--- src/rtl/ps2_key_fifo_pkg.sv ---
// Shared definitions for the PS/2 key event queue.
//   - CPU window register offsets (read and write side)
//   - STATUS register bit positions
//   - queued key event layout, which matches ps2_key[9:0] bit for bit
package ps2_key_fifo_pkg;

  localparam logic [1:0] REG_STATUS = 2'd0;
  localparam logic [1:0] REG_CODE   = 2'd1;
  localparam logic [1:0] REG_FLAGS  = 2'd2;
  localparam logic [1:0] REG_FLUSH  = 2'd3;

  localparam int STAT_OVF_BIT = 7;
  localparam int STAT_NE_BIT  = 6;

  localparam int KEY_EVT_W = 10;

  typedef struct packed {
    logic       pressed;
    logic       extended;
    logic [7:0] code;
  } key_evt_t;

endpackage

--- src/rtl/sync_fifo.sv ---
// Generic single-clock FIFO with an asynchronous read of the head entry.
// Ports:
//   clk_sys, reset     clock, asynchronous active-high reset
//   push, push_data    enqueue request and its data
//   pop                dequeue request (ignored when empty)
//   flush              empties the queue; overrides push and pop
//   head_data          current head entry (asynchronous read)
//   full, empty        registered status flags
//   count              number of stored entries, 0..2**DEPTH_LOG2
//   push_drop          push refused because the queue was full
module sync_fifo #(
  parameter int WIDTH      = 8,
  parameter int DEPTH_LOG2 = 4
) (
  input  logic                  clk_sys,
  input  logic                  reset,
  input  logic                  push,
  input  logic [WIDTH-1:0]      push_data,
  input  logic                  pop,
  input  logic                  flush,
  output logic [WIDTH-1:0]      head_data,
  output logic                  full,
  output logic                  empty,
  output logic [DEPTH_LOG2:0]   count,
  output logic                  push_drop
);

  localparam int DEPTH = 1 << DEPTH_LOG2;
  localparam logic [DEPTH_LOG2:0] DEPTH_CNT = {1'b1, {DEPTH_LOG2{1'b0}}};

  logic [WIDTH-1:0]      mem [DEPTH];
  logic [DEPTH_LOG2-1:0] head;
  logic [DEPTH_LOG2-1:0] tail;
  logic [DEPTH_LOG2:0]   count_d;
  logic                  do_pop;
  logic                  do_push;

  // A pop in the same cycle frees a slot, so a push into a full queue
  // still succeeds when it coincides with a real pop.
  assign do_pop    = pop & ~empty & ~flush;
  assign do_push   = push & ~flush & (~full | do_pop);
  assign push_drop = push & ~flush & full & ~do_pop;
  assign head_data = mem[head];

  always_comb begin
    count_d = count;
    if (flush) begin
      count_d = '0;
    end else begin
      unique case ({do_push, do_pop})
        2'b10:   count_d = count + 1'b1;
        2'b01:   count_d = count - 1'b1;
        default: count_d = count;
      endcase
    end
  end

  always_ff @(posedge clk_sys or posedge reset) begin
    if (reset) begin
      head  <= '0;
      tail  <= '0;
      count <= '0;
      empty <= 1'b1;
      full  <= 1'b0;
    end else begin
      if (flush) begin
        head <= tail;
      end else begin
        if (do_pop)  head <= head + 1'b1;
        if (do_push) tail <= tail + 1'b1;
      end
      count <= count_d;
      empty <= (count_d == '0);
      full  <= (count_d == DEPTH_CNT);
    end
  end

  // Storage has no reset; only the pointers define what is valid.
  always_ff @(posedge clk_sys) begin
    if (do_push) mem[tail] <= push_data;
  end

endmodule

--- src/rtl/ps2_key_fifo.sv ---
// Queues PS/2 key events from the HPS and exposes them to the CPU through
// a 4-byte window. Each flip of ps2_key[10] is one event.
// Ports:
//   clk_sys, reset   clock, asynchronous active-high reset
//   ps2_key[10:0]    [7:0] code, [8] extended, [9] pressed, [10] toggle
//   cs, addr         window select and register offset
//   rd_n, wr_n       active-low CPU strobes, held for several clocks
//   data_out         combinational read data
//   nonempty         high while at least one event is queued
// Read map: 0 STATUS {ovf, nonempty, 0, count[4:0]}, 1 CODE, 2 FLAGS
// {6'b0, pressed, extended} (pops), 3 reads 0. Any write to 3 flushes.
module ps2_key_fifo
  import ps2_key_fifo_pkg::*;
#(
  parameter int DEPTH_LOG2 = 4
) (
  input  logic        clk_sys,
  input  logic        reset,
  input  logic [10:0] ps2_key,
  input  logic        cs,
  input  logic [1:0]  addr,
  input  logic        rd_n,
  input  logic        wr_n,
  output logic [7:0]  data_out,
  output logic        nonempty
);

  logic       toggle_q;
  logic       primed;
  logic       rd_act, wr_act;
  logic       rd_act_q, wr_act_q;
  logic [1:0] rd_addr_q, wr_addr_q;
  logic       rd_fire, wr_fire;
  logic       push, pop, flush, ovf_clr;
  logic       overflow;

  logic [KEY_EVT_W-1:0] head_raw;
  key_evt_t             head_evt;
  logic                 fifo_full, fifo_empty, push_drop;
  logic [DEPTH_LOG2:0]  fifo_count;
  logic [4:0]           count5;

  assign rd_act = cs & ~rd_n;
  assign wr_act = cs & ~wr_n;

  // Side effects wait for the trailing edge so data_out stays put for the
  // whole read; the offset seen during the access is what gets acted on.
  assign rd_fire = rd_act_q & ~rd_act;
  assign wr_fire = wr_act_q & ~wr_act;

  assign push    = primed & (ps2_key[10] != toggle_q);
  assign pop     = rd_fire & (rd_addr_q == REG_FLAGS);
  assign ovf_clr = rd_fire & (rd_addr_q == REG_STATUS);
  assign flush   = wr_fire & (wr_addr_q == REG_FLUSH);

  always_ff @(posedge clk_sys or posedge reset) begin
    if (reset) begin
      toggle_q  <= 1'b0;
      primed    <= 1'b0;
      rd_act_q  <= 1'b0;
      wr_act_q  <= 1'b0;
      rd_addr_q <= '0;
      wr_addr_q <= '0;
      overflow  <= 1'b0;
    end else begin
      // First cycle after reset only adopts the current toggle level.
      toggle_q <= ps2_key[10];
      primed   <= 1'b1;
      rd_act_q <= rd_act;
      wr_act_q <= wr_act;
      if (rd_act) rd_addr_q <= addr;
      if (wr_act) wr_addr_q <= addr;
      // A fresh drop outranks a coincident STATUS-read clear.
      if (flush)          overflow <= 1'b0;
      else if (push_drop) overflow <= 1'b1;
      else if (ovf_clr)   overflow <= 1'b0;
    end
  end

  sync_fifo #(
    .WIDTH      (KEY_EVT_W),
    .DEPTH_LOG2 (DEPTH_LOG2)
  ) u_fifo (
    .clk_sys   (clk_sys),
    .reset     (reset),
    .push      (push),
    .push_data (ps2_key[9:0]),
    .pop       (pop),
    .flush     (flush),
    .head_data (head_raw),
    .full      (fifo_full),
    .empty     (fifo_empty),
    .count     (fifo_count),
    .push_drop (push_drop)
  );

  assign head_evt = head_raw;
  assign nonempty = ~fifo_empty;
  assign count5   = 5'(fifo_count);

  always_comb begin
    data_out = 8'h00;
    unique case (addr)
      REG_STATUS: data_out = {overflow, nonempty, 1'b0, count5};
      REG_CODE:   data_out = fifo_empty ? 8'h00 : head_evt.code;
      REG_FLAGS:  data_out = fifo_empty ? 8'h00 :
                             {6'b0, head_evt.pressed, head_evt.extended};
      default:    data_out = 8'h00;
    endcase
  end

endmodule
--- config.mk ---
export PLATFORM = sky130hd
export DESIGN_NAME = ps2_key_fifo
export DESIGN_NICKNAME = d
export VERILOG_FILES = /design/src/rtl/ps2_key_fifo_pkg.sv /design/src/rtl/sync_fifo.sv /design/src/rtl/ps2_key_fifo.sv
export SDC_FILE = /design/constraint.sdc
export NUM_CORES = 1
export LEC_CHECK = 0
export ABC_AREA = 1
export CAP_MARGIN = 10
export CORE_UTILIZATION = 40
export CTS_CLUSTER_SIZE = 25
export DETAILED_ROUTE_END_ITERATION = 8
export SLEW_MARGIN = 20
export SYNTH_ARGS = -nofsm -noshare
export SYNTH_HDL_FRONTEND = slang
export SYNTH_SLANG_ARGS = --single-unit
--- constraint.sdc ---
create_clock -name clk_sys -period 2.8 [get_ports clk_sys]
set_input_delay 0.7 -clock clk_sys [delete_from_list [all_inputs] [get_ports clk_sys]]
set_output_delay 0.7 -clock clk_sys [all_outputs]
set_load 0.02 [all_outputs]
### Yosys cells after proc, flatten, opt, wreduce, memory -nomap -nowiden

Memories as Yosys holds them, arrays and structs flattened.
Cells that the tools add are included.

| storage, ports and cells | value |
|---|---|
| memories kept | 1 |
| register bits after elaboration | 24 |
| logic and storage cells | 66 |
| input bits | 18 |
| bits in writable memories | 160 |
| output and inout bits | 9 |

Memories:

| name | words | bits a word | read ports | clocked after Yosys merged registers in | wr ports | line | RTL |
|---|---|---|---|---|---|---|---|
| u_fifo.mem | 16 | 10 | 1 | 0 | 1 | sync_fifo.sv:31 | `logic [WIDTH-1:0] mem [DEPTH];` |

| cells by class | value |
|---|---|
| $add $sub $neg | 4 |
| mux-type cells | 12 |
| equal/unequal tests | 8 |
| bitwise logic cells | 23 |
| reduce and logical (&&, ||, !) cells | 6 |

Operators by type and width:

| operator | number |
|---|---|
| $pmux 8 s3 | 1 |
| $and 1x1->1 | 14 |
| $pmux 5 s2 | 1 |
| $add 4x1->4 const B | 2 |
| $eq 2x2->1 const B | 4 |
| $mux 4 | 2 |
| $mux 8 | 1 |
| $not 1->1 | 8 |
| $add 5x1->5 const B | 1 |
| $eq 5x5->1 const B | 1 |
| $logic_not 5->1 | 1 |
| $mux 1 | 5 |
| $mux 5 | 1 |
| $sub 5x1->5 const B | 1 |
| $eq 2x1->1 const B | 2 |
| $logic_not 2->1 | 2 |
| $reduce_bool 3->1 | 1 |
| $mux 2 | 1 |
| $reduce_and 2->1 | 1 |
| $reduce_bool 2->1 | 1 |
| $ne 1x1->1 | 1 |
| $or 1x1->1 | 1 |

### Logic depth before layout (Yosys ltp)

Gate-level depths: netlist of run 1.

| depth | value |
|---|---|
| word-level depth | 13 |
| gate-level depth with buffers | 21 |

### Cells and area by module

A second synthesis of run 1 with hierarchy kept.

| unflattened totals | value |
|---|---|
| cell total of the unflattened synthesis | 685 |
| area, all modules | 7770.0 um2 |

Modules (own cells, without submodules):

| module | area an instance (um2) | instances | cells each |
|---|---|---|---|
| sync_fifo | 7285.7 | 1 | 617 |
| ps2_key_fifo | 484.2 | 1 | 68 |

### Worst setup path before layout of run 1

Ideal clock, no wire load.

| timing | value |
|---|---|
| kind | input to register |
| start point | input port rd_n |
| end point | register u_fifo.full |
| path slack | 211 ps |
| arrival time | 2517 ps |
| stages on the path | 21 |
| cell sequence | inv_1 nand2_2 nand2_2 nor3_4 nand2_2 nand2_2 nand2_4 ha_1 buf_6 xor2_1 ha_1 inv_1 nand2_1 nand3_1 nand2_1 nand2_1 nand2_1 nand2_1 nand2_1 nand2_1 nor2_1 |

| on the way | value |
|---|---|
| cells in the longest elaborated chain, start to end | 13 |
| elaborated cells on any way between the ends | 14 |
| those cells by class | 3 x eq/ne; 2 x mux; 9 x bitwise |

RTL lines:

| item | line | RTL |
|---|---|---|
| start, declared | ps2_key_fifo.sv:22 | `input logic rd_n,` |
| $not 1->1 * | ps2_key_fifo.sv:43 | `assign rd_act = cs & ~rd_n;` |
| $and 1x1->1 * | ps2_key_fifo.sv:43 |  |
| $not 1->1 * | ps2_key_fifo.sv:48 | `assign rd_fire = rd_act_q & ~rd_act;` |
| $and 1x1->1 * | ps2_key_fifo.sv:48 |  |
| $and 1x1->1 * | ps2_key_fifo.sv:52 | `assign pop = rd_fire & (rd_addr_q == REG_FLAGS);` |
| $and 1x1->1 * (2 in a row) | sync_fifo.sv:40 | `assign do_pop = pop & ~empty & ~flush;` |
| $or 1x1->1 | sync_fifo.sv:41 | `assign do_push = push & ~flush & (~full \| do_pop);` |
| $and 1x1->1 | sync_fifo.sv:41 |  |
| $eq 2x1->1 or $eq 2x2->1 (tied branches) | sync_fifo.sv:50 | `unique case ({do_push, do_pop})` |
| $pmux 5 s2 * | sync_fifo.sv:50 |  |
| $mux 5 * | sync_fifo.sv:47 | `if (flush) begin` |
| $eq 5x5->1 * | sync_fifo.sv:74 | `full <= (count_d == DEPTH_CNT);` |
| end signal, assigned | sync_fifo.sv:74 |  |
| end, declared | sync_fifo.sv:22 | `output logic full,` |

Every way passes the cells marked *; elsewhere a longest branch is shown, timed or not.
A chain may end at the register's enable or synchronous reset.

### Worst setup path in the final report of run 1

| timing | value |
|---|---|
| start point | register u_fifo.head[0] |
| end point | output port data_out[3] |

| on the way | value |
|---|---|
| cells in the longest elaborated chain, start to end | 3 |

RTL lines:

| item | line | RTL |
|---|---|---|
| start, declared | sync_fifo.sv:32 | `logic [DEPTH_LOG2-1:0] head;` |
| start signal, assigned | sync_fifo.sv:67 | `head <= tail;` |
| start signal, assigned | sync_fifo.sv:69 | `if (do_pop) head <= head + 1'b1;` |
| $mem_v2 16x10 | -- |  |
| $mux 8 | ps2_key_fifo.sv:105 | `REG_CODE: data_out = fifo_empty ? 8'h00 : head_evt.code;` |
| $pmux 8 s3 | ps2_key_fifo.sv:103 | `unique case (addr)` |
| end, declared | ps2_key_fifo.sv:24 | `output logic [7:0] data_out,` |

Every way passes these cells.

==> results of run 1 <==
-- final timing paths --
path | cells after the start | start | endpoint
worst max-delay path | 11 | u_fifo.head[0]$_DFFE_PP0P_ | data_out[3]
worst min-delay path | 2 | wr_addr_q[1]$_DFFE_PP0P_ | wr_addr_q[1]$_DFFE_PP0P_
worst max register to register | 16 | u_fifo.empty$_DFF_PP1_ | u_fifo.full$_DFF_PP0_
worst min register to register | 2 | wr_addr_q[1]$_DFFE_PP0P_ | wr_addr_q[1]$_DFFE_PP0P_
max in group asynchronous | 3 | reset | u_fifo.empty$_DFF_PP1_
min in group asynchronous | 3 | reset | rd_act_q$_DFF_PP0_
-- timing repair --
action	in CTS	in global routing
setup endpoints to repair	8	10
hold buffers	0	0
cloned	4	2
resized for setup	62	47
pin swaps	7	30
setup buffers	4	2
-- area by class of cell --
cell class	instances	area, sq um	share of cell area (%)
timing repair buffer	101	1100	11.1
clock buffer	17	425	4.28
tap	265	332	3.34
inverter	40	185	1.86
multi-input combinational	460	2310	23.3
sequential	184	5410	54.4
clock inverter	15	178	1.79
-- critical path, cell delays in order (launching register included) --
cell and delay, ns:
dfrtp_2 0.43, buf_12 0.15, clkinv_16 0.08, buf_12 0.12, buf_12 0.11, nor2_2 0.03
o211ai_1 0.18, nand3_1 0.13, nand2_1 0.14, nand2_1 0.06, nand2_1 0.08, buf_6 0.11
-- cell families after synthesis --
group,count (synthesis)
AND/OR/NAND/NOR,352
XOR/XNOR,9
adder cells (fa/ha/maj),8
buffers and inverters,73
other,1
AO/OA/AOI/OAI,90
flip-flops,184
-- cells in the mapped netlist (7+ instances only) --
cell type    n  area share, %
edfxtp_1   160             60
nand2_1    166            7.8
inv_1       36            1.7
o21ai_0     49            3.1
dfrtp_1     23            7.2
o21ai_1     12           0.75
nor2_1     105            4.9
buf_6        9            1.3
ha_1         8            1.3
nand2_2      7           0.55
nand3_1     64            4.0
o211ai_1    20            1.9
buf_2       12           0.75
-- per-stage QoR --
step,hold WS (ns),util [%],cell area (sq um)
after floorplan,0.472,-,7980
after global placement,0.490,46.0,8970
after detailed placement,0.501,46.0,8970
after CTS,0.517,50.2,9800
after global routing,0.554,50.9,9940
final,0.511,50.9,9940
-- registers in the layout (all words and copies together) (netlist names), 2 cells and up --
| name | flops |
|---|---|
| u_fifo.head | 4 |
| wr_addr_q | 2 |
| u_fifo.count | 5 |
| u_fifo.mem | 160 |
| u_fifo.tail | 4 |
| rd_addr_q | 2 |
-- metal layers --
layer / wire length (microns) / up-vias / track usage, % / part of all wire [%]
met3: 929 / 29 / 3.02 / 4.8
met2: 9420 / 150 / 32.3 / 49
met5: 0 / - / 0 / 0
met4: 366 / 0 / 7.50 / 1.9
li1: - / 2630 / - / -
met1: 8530 / 2719 / 27.1 / 44
-- power by group through the flow --
stage | clock network, W | registers [W] | logic (W)
after global routing | 0.00259 | 0.00339 | 0.00413
final | 0.00245 | 0.00337 | 0.00380
after global placement | 0 | 0.00343 | 0.00315
after floorplan | 0 | 0.00337 | 0.00207
after detailed placement | 0 | 0.00343 | 0.00319
after CTS | 0.00248 | 0.00337 | 0.00365
-- cell usage in the layout (no fill, tap or decap), types with 6 or more instances in the layout --
master           Yosys  final
nand3_2              0      6
nand3_1             64     58
dfrtp_1             23     21
buf_4                4     57
ha_1                 8      6
nor2_2               3      9
o21ai_1             12     18
buf_12               0     15
o211ai_1            20     20
clkdlybuf4s50_1      0     17
edfxtp_1           160    160
buf_6                9      6
nand2_2              7     17
inv_1               36     36
clkbuf_16            0     19
o21ai_0             49     41
nor2_1             105     96
nand2_1            166    156
==> summary.md, run 1 <==
| Metric | Value |
|---|---|
| Avg WL per Cell | 17.8 microns |
| Post-DRT Antenna Nets | 0 |
| Top Ports | 27 |
| Clk_lat worst skew | 0.43 ns |
| CTS Buf Count | 17 |
| DP Wirelength | 12100 microns |
| Period utilization | 98.8% |
| Post-Syn Nets | 743 |
| Worst slew margin | 48.8% |
| Largest net degree at the start of global routing | 32 |
| Syn Inst Count | 717 |
| DRT Wirelength | 19200 microns |
| All-Layer GR Usage | 19.9% |
| Outcome | finished, final reports clean |
| Warnings, synthesis | 0 |
| Setup TNS | 0 ns |
| Sw frac | 35.9% |
| Cell Area, Synth | 7980 sq um |
| Total power | 0.00962 W |
| Placed Cells | 1040 |
| Most used DFF post-synth | edfxtp_1 |
| Sequential area share after synthesis | 67.8% |
| Final net count | 830 |
| Min Tclk post-route | 2.77 ns |
| WP data required | 2.10 ns |
| Power Internal | 0.00616 W |
| Synth Area in Adders | 1.25% |
| Pleak | 3.87 nW |
| Power Dens Cells | 968 nW/um^2 |
| Num rows | 51 |
| Worst-path maximum fanout | 8 |
| Fin. Hold Viols | 0 |
| Max_cap viols | 0 |
| Synth cell types | 32 |
| Port bufs | 26 |
| Die ar. | 20500 sq um |
| Ant diodes | 0 |
| Sequential Power Share | 35.1% |
| Post-DR vias/cell | 5.11 |
| Vias in the first global route | 5362 |
| Core area | 19500 sq um |
| Global-route wire length before repair | 29800 microns |
| # DRC | 0 |
| Overflow after GRT | 0 |
| Gpl congestion | 0.816 |
| Drt initial violations | 614 |
| Via count | 5528 |
| Class of the worst hold path | reg -> reg |
| Clk pin slew, worst setup/hold paths | 0.07 ns |
| Fill count | 1770 |
| Die Height | 143 microns |
| TritonCTS clock tree | done |
| Crit Path Category | reg -> out |
| Drt first pass iters | 5 |
| Clock buffer depth | 2 |
| Gate power share | 39.5% |
| CTS H-tree depth | 4 |
| Antenna violations before repair | 0 |
| Main combinational cell family by area after synthesis | simple AND/OR/NAND/NOR gates |
| Clock Skews | 0.00825 ns |
| Initial Util | 40.8% |
| Compound-cell area share of the yosys netlist | 6.49% |
| Flops & latches, synth | 184 |
| Clock Sinks | 184 |
| Post-Synth Simple-Gate Area | 18.7% |
| Share of layout cells above drive strength 1 | 20.9% |
| Clk pwr share | 25.5% |
| Worst setup margin | 0.0332 ns |
| Average size of a mapped cell | 11.1 sq um |
| Worst Setup End Kind | primary output |
| Post-synthesis mux area share | 0% |
| FF-to-FF setup slack | 0.46 ns |
| EDFF count, synth | 160 |
| Worst Setup Start Kind | register |
| Area grow syn2layout | 24.6% |
| Worst EP arrival | 2.07 ns |
| Worst Tran Pin Value | 0.765 ns |
| Setup violators final | 0 |
| Max-slew violation count | 0 |
| Synth Area in XOR/XNOR | 0.988% |
| Setup WS pre-CTS | -0.266 ns |
| DIE WIDTH | 143 microns |
| RSZ-0062 raised after global routing | yes |
| Max frequency | 361 MHz |
| P_sw | 0.00345 W |
| Ys async rst share | 13.0% |
| Non-Filler Instances | 1082 |
| Root Driver | clkbuf_16 |
| Max IR drop VDD | 0.517 mV |
(Power assumes the default switching activity.)
==> inputs of run 2 (changes only) <==
--- a/config.mk
+++ b/config.mk
@@ -6,10 +6,12 @@
 export NUM_CORES = 1
 export LEC_CHECK = 0
 export ABC_AREA = 1
+export ABC_CLOCK_PERIOD_IN_PS = 2800
 export CAP_MARGIN = 10
 export CORE_UTILIZATION = 40
 export CTS_CLUSTER_SIZE = 25
 export DETAILED_ROUTE_END_ITERATION = 8
+export SKIP_CTS_REPAIR_TIMING = 1
 export SLEW_MARGIN = 20
 export SYNTH_ARGS = -nofsm -noshare
 export SYNTH_HDL_FRONTEND = slang
==> summary.md, run 2 (same netlist as run 1, synthesis figures left out) <==
| Metric | Value |
|---|---|
| # DRC | 0 |
| Drt initial violations | 579 |
| RSZ-0062 raised after global routing | yes |
| Initial Util | 40.8% |
| Final net count | 835 |
| Clk_lat worst skew | 0.43 ns |
| Max IR drop VDD | 0.504 mV |
| CTS Buf Count | 17 |
| Period utilization | 101% |
| Largest register FFs | 160 |
| Biggest register | u_fifo.mem |
| Largest net degree at the start of global routing | 41 |
| Overflow after GRT | 0 |
| Top Registers | u_fifo.mem: 160 flops, u_fifo.count: 5 flops |
| TritonCTS clock tree | done |
| Ant diodes | 0 |
| Pleak | 3.92 nW |
| Fin area | 10100 sq um |
| Via count | 5563 |
| Worst Setup Start Kind | register |
| Worst EP arrival | 2.12 ns |
| Min Tclk post-route | 2.82 ns |
| Max-slew violation count | 0 |
| DIE WIDTH | 143 microns |
| Outcome | complete, but fails checks |
| Clock Sinks | 184 |
| Post-DR vias/cell | 5.12 |
| Max_cap viols | 0 |
| Final Util | 51.5% |
| Vias in the first global route | 5227 |
| DRT Wirelength | 19600 microns |
| Hold slack | 0.512 ns |
| Share of layout cells above drive strength 1 | 22.5% |
| Crit Path Category | reg -> out |
| Worst Setup End Kind | primary output |
| Worst-path maximum fanout | 6 |
| Clock Skews | 0.00520 ns |
| Sequential Power Share | 34.5% |
| P_sw | 0.00352 W |
| Worst Tran Pin Value | 0.727 ns |
| Class of the worst hold path | reg -> reg |
| Port bufs | 26 |
| Drt first pass iters | 5 |
| Die Height | 143 microns |
| Gate power share | 40.4% |
| Gpl congestion | 0.816 |
| Global-route wire length before repair | 28800 microns |
| Clock buffer depth | 2 |
| Num rows | 51 |
| Max frequency | 354 MHz |
| CTS H-tree depth | 4 |
| Clk pin slew, worst setup/hold paths | 0.07 ns |
| Most frequent cells in the layout | edfxtp_1, nand2_1, nor2_1 |
| Die ar. | 20500 sq um |
| Post-place instance area | 8970 sq um |
| Top Ports | 27 |
| Worst slew margin | 51.4% |
| Power Dens Cells | 973 nW/um^2 |
| Failing checks | setup timing |
| Power Internal | 0.00627 W |
| Antenna violations before repair | 0 |
| Post-DRT Antenna Nets | 0 |
| Fill count | 1757 |
| Avg WL per Cell | 18.0 microns |
| Setup TNS | -0.0216 ns |
| Core area | 19500 sq um |
| Fin. Hold Viols | 0 |
| Area grow syn2layout | 26.2% |
| DP Wirelength | 12100 microns |
| Sw frac | 35.9% |
| Clk pwr share | 25.1% |
| All-Layer GR Usage | 19.2% |
| WP data required | 2.10 ns |
| Commonest non-fill, non-tap cell in the layout | edfxtp_1 |
| Setup violators final | 1 |
| Worst setup margin | -0.0216 ns |
| Root Driver | clkbuf_16 |
-- run 2: cell types whose count changed in the layout (fill, tap and decap cells not counted), sizes merged --
cell	previous run	this run
clkbuf	19	24
inv	39	40
clkinv	9	8
-- run 2: layout make-up --
class / instances / area, sq um / area share (%)
tap: 265 / 332 / 3.29
timing repair buffer: 106 / 1190 / 11.8
clock inverter: 15 / 178 / 1.77
clock buffer: 17 / 425 / 4.23
inverter: 40 / 166 / 1.65
multi-input combinational: 460 / 2360 / 23.5
sequential: 184 / 5410 / 53.7
-- run 2: per-stage QoR --
step | instances | total power (W) | worst slack, ns
final | 1087 | 0.00979 | -0.0216
after global routing | 1087 | 0.0103 | -0.0840
after CTS | 1072 | 0.00908 | -0.521
after detailed placement | 1040 | 0.00662 | -0.266
after global placement | 1040 | 0.00658 | -0.188
after floorplan | 717 | 0.00544 | 0.211
-- run 2: power groups by stage --
stage	registers (W)	clock network (W)	logic [W]
floorplan	0.00337	0	0.00207
global placement	0.00343	0	0.00315
detailed placement	0.00343	0	0.00319
CTS	0.00338	0.00248	0.00321
global route	0.00339	0.00260	0.00428
finish	0.00337	0.00246	0.00396
-- run 2: final timing paths --
kind | start | to | slack [ns] | cells past startpoint
max | u_fifo.head[0]$_DFFE_PP0P_ | data_out[3] | -0.02 | 11
min | wr_addr_q[1]$_DFFE_PP0P_ | wr_addr_q[1]$_DFFE_PP0P_ | 0.51 | 2
max reg2reg | u_fifo.empty$_DFF_PP1_ | u_fifo.full$_DFF_PP0_ | 0.44 | 16
min reg2reg | wr_addr_q[1]$_DFFE_PP0P_ | wr_addr_q[1]$_DFFE_PP0P_ | 0.51 | 2
max in group asynchronous | reset | u_fifo.empty$_DFF_PP1_ | 1.88 | 3
min in group asynchronous | reset | rd_act_q$_DFF_PP0_ | 0.62 | 3
-- run 2: critical path, stage by stage, from the launching register on --
cell,delay [ns]
dfrtp_2,0.43
buf_12,0.15
inv_8,0.10
buf_12,0.13
buf_12,0.11
nor2_1,0.04
o211ai_1,0.19
nand3_1,0.14
nand2_1,0.14
nand2_1,0.06
nand2_1,0.08
buf_6,0.11
-- run 2: layer usage --
| layer | track usage [%] | routed length [microns] | vias up |
|---|---|---|---|
| li1 | - | - | 2640 |
| met1 | 26.2 | 8880 | 2776 |
| met2 | 30.9 | 9650 | 125 |
| met3 | 2.92 | 799 | 22 |
| met4 | 7.45 | 253 | 0 |
| met5 | 0 | 0 | - |
